[config.mk]
export PLATFORM = sky130hd
export DESIGN_NAME = scan_reader
export DESIGN_NICKNAME = d
export VERILOG_FILES = /design/src/rtl/dwisehart_ring_pkg.sv /design/src/rtl/grey_digit_decode.sv /design/src/rtl/scan_reader.sv
export SDC_FILE = /design/constraint.sdc
export NUM_CORES = 1
export LEC_CHECK = 0
export ABC_CLOCK_PERIOD_IN_PS = 4660
export BUFFER_PORTS_ARGS = -buffer_cell sky130_fd_sc_hd__buf_2
export CELL_PAD_IN_SITES_DETAIL_PLACEMENT = 1
export CELL_PAD_IN_SITES_GLOBAL_PLACEMENT = 1
export CORE_MARGIN = 1.5
export CORE_UTILIZATION = 38
export CTS_CLUSTER_DIAMETER = 30
export DETAILED_ROUTE_END_ITERATION = 8
export GPL_TIMING_DRIVEN = 0
export HOLD_SLACK_MARGIN = 0.05
export PLACE_DENSITY_LB_ADDON = 0.1
export SETUP_SLACK_MARGIN = 0.4
export SLEW_MARGIN = 15
export SYNTH_ARGS = -nofsm -noshare
export SYNTH_HDL_FRONTEND = slang
export SYNTH_SLANG_ARGS = --single-unit
[constraint.sdc]
create_clock -name i_clk -period 4.66 [get_ports i_clk]
set_clock_uncertainty 0.2 [all_clocks]
set_input_delay 0.699 -clock i_clk [delete_from_list [all_inputs] [get_ports i_clk]]
set_output_delay 0.699 -clock i_clk [all_outputs]
set_load 0.02 [all_outputs]
[src/rtl/dwisehart_ring_pkg.sv]
// Shared definitions for the ring-oscillator scan chain reader.
//   state_t    : reader FSM states
//   DIG_*      : digit index carried in the low two bits of the select
//   ERR_COUNT  : count reported when any digit decodes above 9
//   SEL_W      : width of the scan mux select
package dwisehart_ring_pkg;

    typedef enum logic [1:0] {
        IDLE   = 2'd0,
        SETTLE = 2'd1,
        SAMPLE = 2'd2,
        OUT    = 2'd3
    } state_t;

    localparam logic [1:0] DIG_100 = 2'd0;
    localparam logic [1:0] DIG_010 = 2'd1;
    localparam logic [1:0] DIG_001 = 2'd2;

    localparam logic [9:0] ERR_COUNT = 10'h3FF;

    localparam int SEL_W = 6;

endpackage

[src/rtl/grey_digit_decode.sv]
// Combinational grey-code digit decoder.
//   grey : 5-bit grey-coded digit
//   bin  : low four bits of the binary value (meaningful only when over=0)
//   over : binary value is above 9
module grey_digit_decode (
    input  logic [4:0] grey,
    output logic [3:0] bin,
    output logic       over
);

    logic [4:0] b;

    // Each binary bit is the parity of the grey bits at and above it.
    always_comb begin
        b[4] = grey[4];
        b[3] = ^grey[4:3];
        b[2] = ^grey[4:2];
        b[1] = ^grey[4:1];
        b[0] = ^grey[4:0];
    end

    assign bin  = b[3:0];
    assign over = (b > 5'd9);

endmodule

[src/rtl/scan_reader.sv]
// Host-side reader for the ring-oscillator measurement scan chain.
// Sweeps pCHANNELS channels; for each one it selects the hundreds, tens and
// ones digit in turn, waits pSETTLE cycles, samples the grey digit on the LED
// bus, and finally offers a decoded 0..999 count on a valid/ready handshake.
//   i_clk, i_rst_n : clock, asynchronous active-low reset
//   i_start        : begin a sweep (only looked at in IDLE)
//   o_sel          : scan mux select {chan, digit}
//   i_led          : LED bus; [4:0] grey digit, [7:5] ignored
//   o_busy         : reader is not idle
//   o_valid/i_ready: record handshake carrying o_chan, o_count, o_err
//   o_done         : one-cycle pulse after the last record is taken
module scan_reader
    import dwisehart_ring_pkg::*;
#(
    parameter int pSETTLE   = 4,
    parameter int pCHANNELS = 14
) (
    input  logic             i_clk,
    input  logic             i_rst_n,
    input  logic             i_start,
    output logic [SEL_W-1:0] o_sel,
    input  logic [7:0]       i_led,
    output logic             o_busy,
    output logic             o_valid,
    input  logic             i_ready,
    output logic [3:0]       o_chan,
    output logic [9:0]       o_count,
    output logic             o_err,
    output logic             o_done
);

    localparam logic [3:0] SETTLE_LAST = 4'(pSETTLE - 1);
    localparam logic [3:0] CHAN_LAST   = 4'(pCHANNELS - 1);

    state_t     state, state_nxt;
    logic [3:0] chan, chan_nxt;
    logic [1:0] digit, digit_nxt;
    logic [3:0] cnt, cnt_nxt;
    logic [9:0] acc, acc_nxt;
    logic       err, err_nxt;

    logic [SEL_W-1:0] sel_nxt;
    logic             valid_nxt;
    logic [3:0]       ochan_nxt;
    logic [9:0]       count_nxt;
    logic             oerr_nxt;
    logic             done_nxt;

    logic [3:0] dig_bin;
    logic       dig_over;
    logic [9:0] acc_mac;
    logic       err_acc;
    logic       led_unused;

    assign led_unused = ^i_led[7:5];

    grey_digit_decode u_decode (
        .grey (i_led[4:0]),
        .bin  (dig_bin),
        .over (dig_over)
    );

    // Accumulate in 10 bits; only trusted while no digit has overflowed.
    assign acc_mac = 10'(acc * 10'd10) + 10'(dig_bin);
    assign err_acc = err | dig_over;

    assign o_busy = (state != IDLE);

    always_comb begin
        state_nxt = state;
        chan_nxt  = chan;
        digit_nxt = digit;
        cnt_nxt   = cnt;
        acc_nxt   = acc;
        err_nxt   = err;
        sel_nxt   = o_sel;
        valid_nxt = o_valid;
        ochan_nxt = o_chan;
        count_nxt = o_count;
        oerr_nxt  = o_err;
        done_nxt  = 1'b0;

        case (state)
            IDLE: begin
                if (i_start) begin
                    state_nxt = SETTLE;
                    chan_nxt  = 4'd0;
                    digit_nxt = DIG_100;
                    cnt_nxt   = 4'd0;
                    acc_nxt   = 10'd0;
                    err_nxt   = 1'b0;
                    sel_nxt   = {4'd0, DIG_100};
                end
            end
            SETTLE: begin
                cnt_nxt = cnt + 4'd1;
                if (cnt == SETTLE_LAST) state_nxt = SAMPLE;
            end
            SAMPLE: begin
                acc_nxt = acc_mac;
                err_nxt = err_acc;
                if (digit == DIG_001) begin
                    state_nxt = OUT;
                    valid_nxt = 1'b1;
                    ochan_nxt = chan;
                    oerr_nxt  = err_acc;
                    count_nxt = err_acc ? ERR_COUNT : acc_mac;
                end else begin
                    state_nxt = SETTLE;
                    digit_nxt = digit + 2'd1;
                    cnt_nxt   = 4'd0;
                    sel_nxt   = {chan, digit + 2'd1};
                end
            end
            OUT: begin
                if (o_valid && i_ready) begin
                    valid_nxt = 1'b0;
                    if (chan == CHAN_LAST) begin
                        state_nxt = IDLE;
                        done_nxt  = 1'b1;
                        sel_nxt   = '0;
                    end else begin
                        state_nxt = SETTLE;
                        chan_nxt  = chan + 4'd1;
                        digit_nxt = DIG_100;
                        cnt_nxt   = 4'd0;
                        acc_nxt   = 10'd0;
                        err_nxt   = 1'b0;
                        sel_nxt   = {chan + 4'd1, DIG_100};
                    end
                end
            end
            default: state_nxt = IDLE;
        endcase
    end

    always_ff @(posedge i_clk or negedge i_rst_n) begin
        if (!i_rst_n) begin
            state   <= IDLE;
            chan    <= 4'd0;
            digit   <= 2'd0;
            cnt     <= 4'd0;
            acc     <= 10'd0;
            err     <= 1'b0;
            o_sel   <= '0;
            o_valid <= 1'b0;
            o_chan  <= 4'd0;
            o_count <= 10'd0;
            o_err   <= 1'b0;
            o_done  <= 1'b0;
        end else begin
            state   <= state_nxt;
            chan    <= chan_nxt;
            digit   <= digit_nxt;
            cnt     <= cnt_nxt;
            acc     <= acc_nxt;
            err     <= err_nxt;
            o_sel   <= sel_nxt;
            o_valid <= valid_nxt;
            o_chan  <= ochan_nxt;
            o_count <= count_nxt;
            o_err   <= oerr_nxt;
            o_done  <= done_nxt;
        end
    end

endmodule

==> results.ini <==
[die]
die_y_um=84.5
dieArea_um2=7150
chipWidth_um=84.5
pin_count=36
rows=29
core_um2=6390
initial_utilization_pct=39.6

[yosys]
synth_top_area_share_pct=44.6
synth_xor_area_share_pct=6.44
synth-warning-count=0
synth_compound_area_share_pct=20.3
syn_inst=258
yosysMostFrequentCell=dfrtp_1
synth_top_family_by_area=compound AO/OA/AOI/OAI gates
synth_fa_ha_area_share_pct=11.0
synth-simple-area-share_pct=14.9
netlist.top_cell.by_area=dfrtp_1
synth_edf_count=0
synth_common_cells=dfrtp_1, nand2_1, o21ai_0
synth_nets=291
synthesis.area_um2=2530
synth_seq_cells=45
ys_types=41
syn_avg_cell_area_um2=9.79
ys.flop_type=dfrtp_1
ys_seq_area_share_pct=44.6
synthMuxAreaShare_pct=0.792
ys_async_sr_fraction_pct=100
ys_top_cells_by_area=dfrtp_1, ha_1, nand2_1

[clock_tree]
path_clk_slew_ns=0.09
cts_hold_buf=0
cts_resized=0
cts_tree=done
cts.htree.levels=2
cts_root_buf=clkbuf_8
cts_buffers=5
postCtsSetupRepairBufs=0
clkLatencyLatePin_ns=0.29
clockBufferDepth=2
cts.sinks=45

[setup_path]
worstPathArrival_ns=2.94
required_ns=4.68
r2r_slack_ns=1.74
worst-path-max-fanout=4
end_kind=flip-flop
r2r-start=acc[1]$_DFFE_PN0P_
r2r_cells=8
worstSetupStartpointType=flip-flop
crit_type=flip-flop to flip-flop
reg2reg_to=o_count[9]$_DFFE_PN0P_

[route]
dr.pass1.iters=4
drt_iter0_drc=70
wirelength_um=6010
route.detailed.drc=0
ant_nets=0
vias=2027
wl_per_cell_um=16.1
avgViaCountPerCell=5.42

[sta]
clock.fmax_mhz=343
tightest_slew_ns=1.00
fin_crit_sh_pct=62.6
hold_violations=0
rsz0062_at_grt=no
tns_ns=0
period_minus_slack_ns=2.92
relSlewSlack_pct=33.2
finalSetupViolCount=0
holdWs_ns=0.285
drv_slew=0

[placed_design]
port_buffers=32
globalplace.congestion=0.789
dpl.hpwl_um=4580
placed_area_um2=2780

[grt]
grt_pass1_vias=1952
overflow=0
grt_pass1_wl_um=9820
grt_max_degree=46
antenna_found_initial=0
globalRouteTotalUtil_pct=17.6

[finish]
post-route-util_pct=45.2
fillers=761
nets=330
area_growth_pct=14.3
diodes=0
drive_gt1_share_pct=14.5
fin_area_um2=2890

[pwr]
total_power_mw=1.71
peakVddDrop_v=0.000241
pwr_density_cell_nw_per_um2=593
p_leak_nw=1.41

[job]
max_cap_viol_count=0

[hold_path]
min_to=o_sel[1]$_DFFE_PN0P_
hold_path_depth=2
hp-class=flip-flop to flip-flop
hp-start=o_sel[1]$_DFFE_PN0P_

[status]
outcome=finished, final reports clean

## registers in the layout, indices dropped and copies added (netlist names), 2 cells and up
register and cells:
state 2, o_chan 4, o_sel 6, acc 9, digit 2, chan 4
o_count 10, cnt 4
## cells in the final DEF, fill, tap and decap left out, types with 2 or more instances in the layout
cell type  count
ha_1          19
inv_1          7
o21ai_0       23
clkbuf_8       5
nor3_1         3
nor2_1        20
a21oi_1       16
nand2_1       36
nor2b_1        3
clkbuf_1       6
nand3_1        5
nand2b_1       3
nand4_1        4
and3_1         4
o22a_1         7
nor4_1         2
buf_2         32
a21o_1         2
fa_1           2
o31ai_1        2
a211oi_1       3
o22ai_1        3
xor2_1         8
dfrtp_1       45
xnor2_1        8
a22o_1         8
mux2i_1        2
o21ba_2        2
## cells by family (layout without fill, tap and decap cells)
family	Yosys count	in the layout
and+or+nand+nor	83	83
AOI/OAI and AO/OA	76	76
muxes	2	2
DFF	45	45
xor gates and xnor gates	17	17
adders and majority gates	21	21
buffers and inverters	14	53
## stage by stage
step	worst slack, ns	std cells
2_1_floorplan	1.94	258
3_3_place_gp	1.50	367
3_5_place_dp	1.44	367
4_1_cts	1.71	374
5_1_grt	1.55	374
6_report	1.74	374
## final cells by class
cell class,instances,area [um2],share of cell area (%)
buffer,7,26.3,0.910
clock buffer,5,68.8,2.38
clock inverter,2,35.0,1.21
inverter,7,26.3,0.910
multi-input combinational,199,1350,46.7
sequential,45,1130,39.0
tap,77,96.3,3.34
timing repair buffer,32,160,5.55
## metal layers
metal | vias to the layer above | wire [um] | share of wire, % | GRT usage (%)
met5 | - | 0 | 0 | 0
met4 | 0 | 65 | 1.1 | 4.84
met3 | 4 | 177 | 2.9 | 3.05
met2 | 29 | 2560 | 43 | 25.9
met1 | 981 | 3200 | 53 | 26.6
li1 | 1013 | - | - | -
## worst max-delay path by stage
stage | startpoint | end | cells after the start
after global routing | acc[1]$_DFFE_PN0P_ | o_count[9]$_DFFE_PN0P_ | 8
final | acc[1]$_DFFE_PN0P_ | o_count[9]$_DFFE_PN0P_ | 8
after CTS | acc[1]$_DFFE_PN0P_ | o_count[9]$_DFFE_PN0P_ | 8
after floorplan | i_led[4] | o_count[9]$_DFFE_PN0P_ | 10
after global placement | i_led[4] | o_count[9]$_DFFE_PN0P_ | 11
after detailed placement | i_led[4] | o_count[9]$_DFFE_PN0P_ | 11
## worst max-delay path, stage by stage (launching register included)
cell,delay [ns]
dfrtp_1,0.45
ha_1,0.32
ha_1,0.23
fa_1,0.42
a211oi_1,0.42
o22ai_1,0.15
nor4_1,0.26
xnor3_1,0.26
a21oi_1,0.15
## where the power goes
part	switching, mW	leakage [nW]	internal [mW]
Combinational	0.477	0.776	0.308
Sequential	0.113	0.581	0.525
Clock	0.133	0.0540	0.156
Total	0.723	1.41	0.989
No activity file was read; power rests on OpenSTA's default activity.
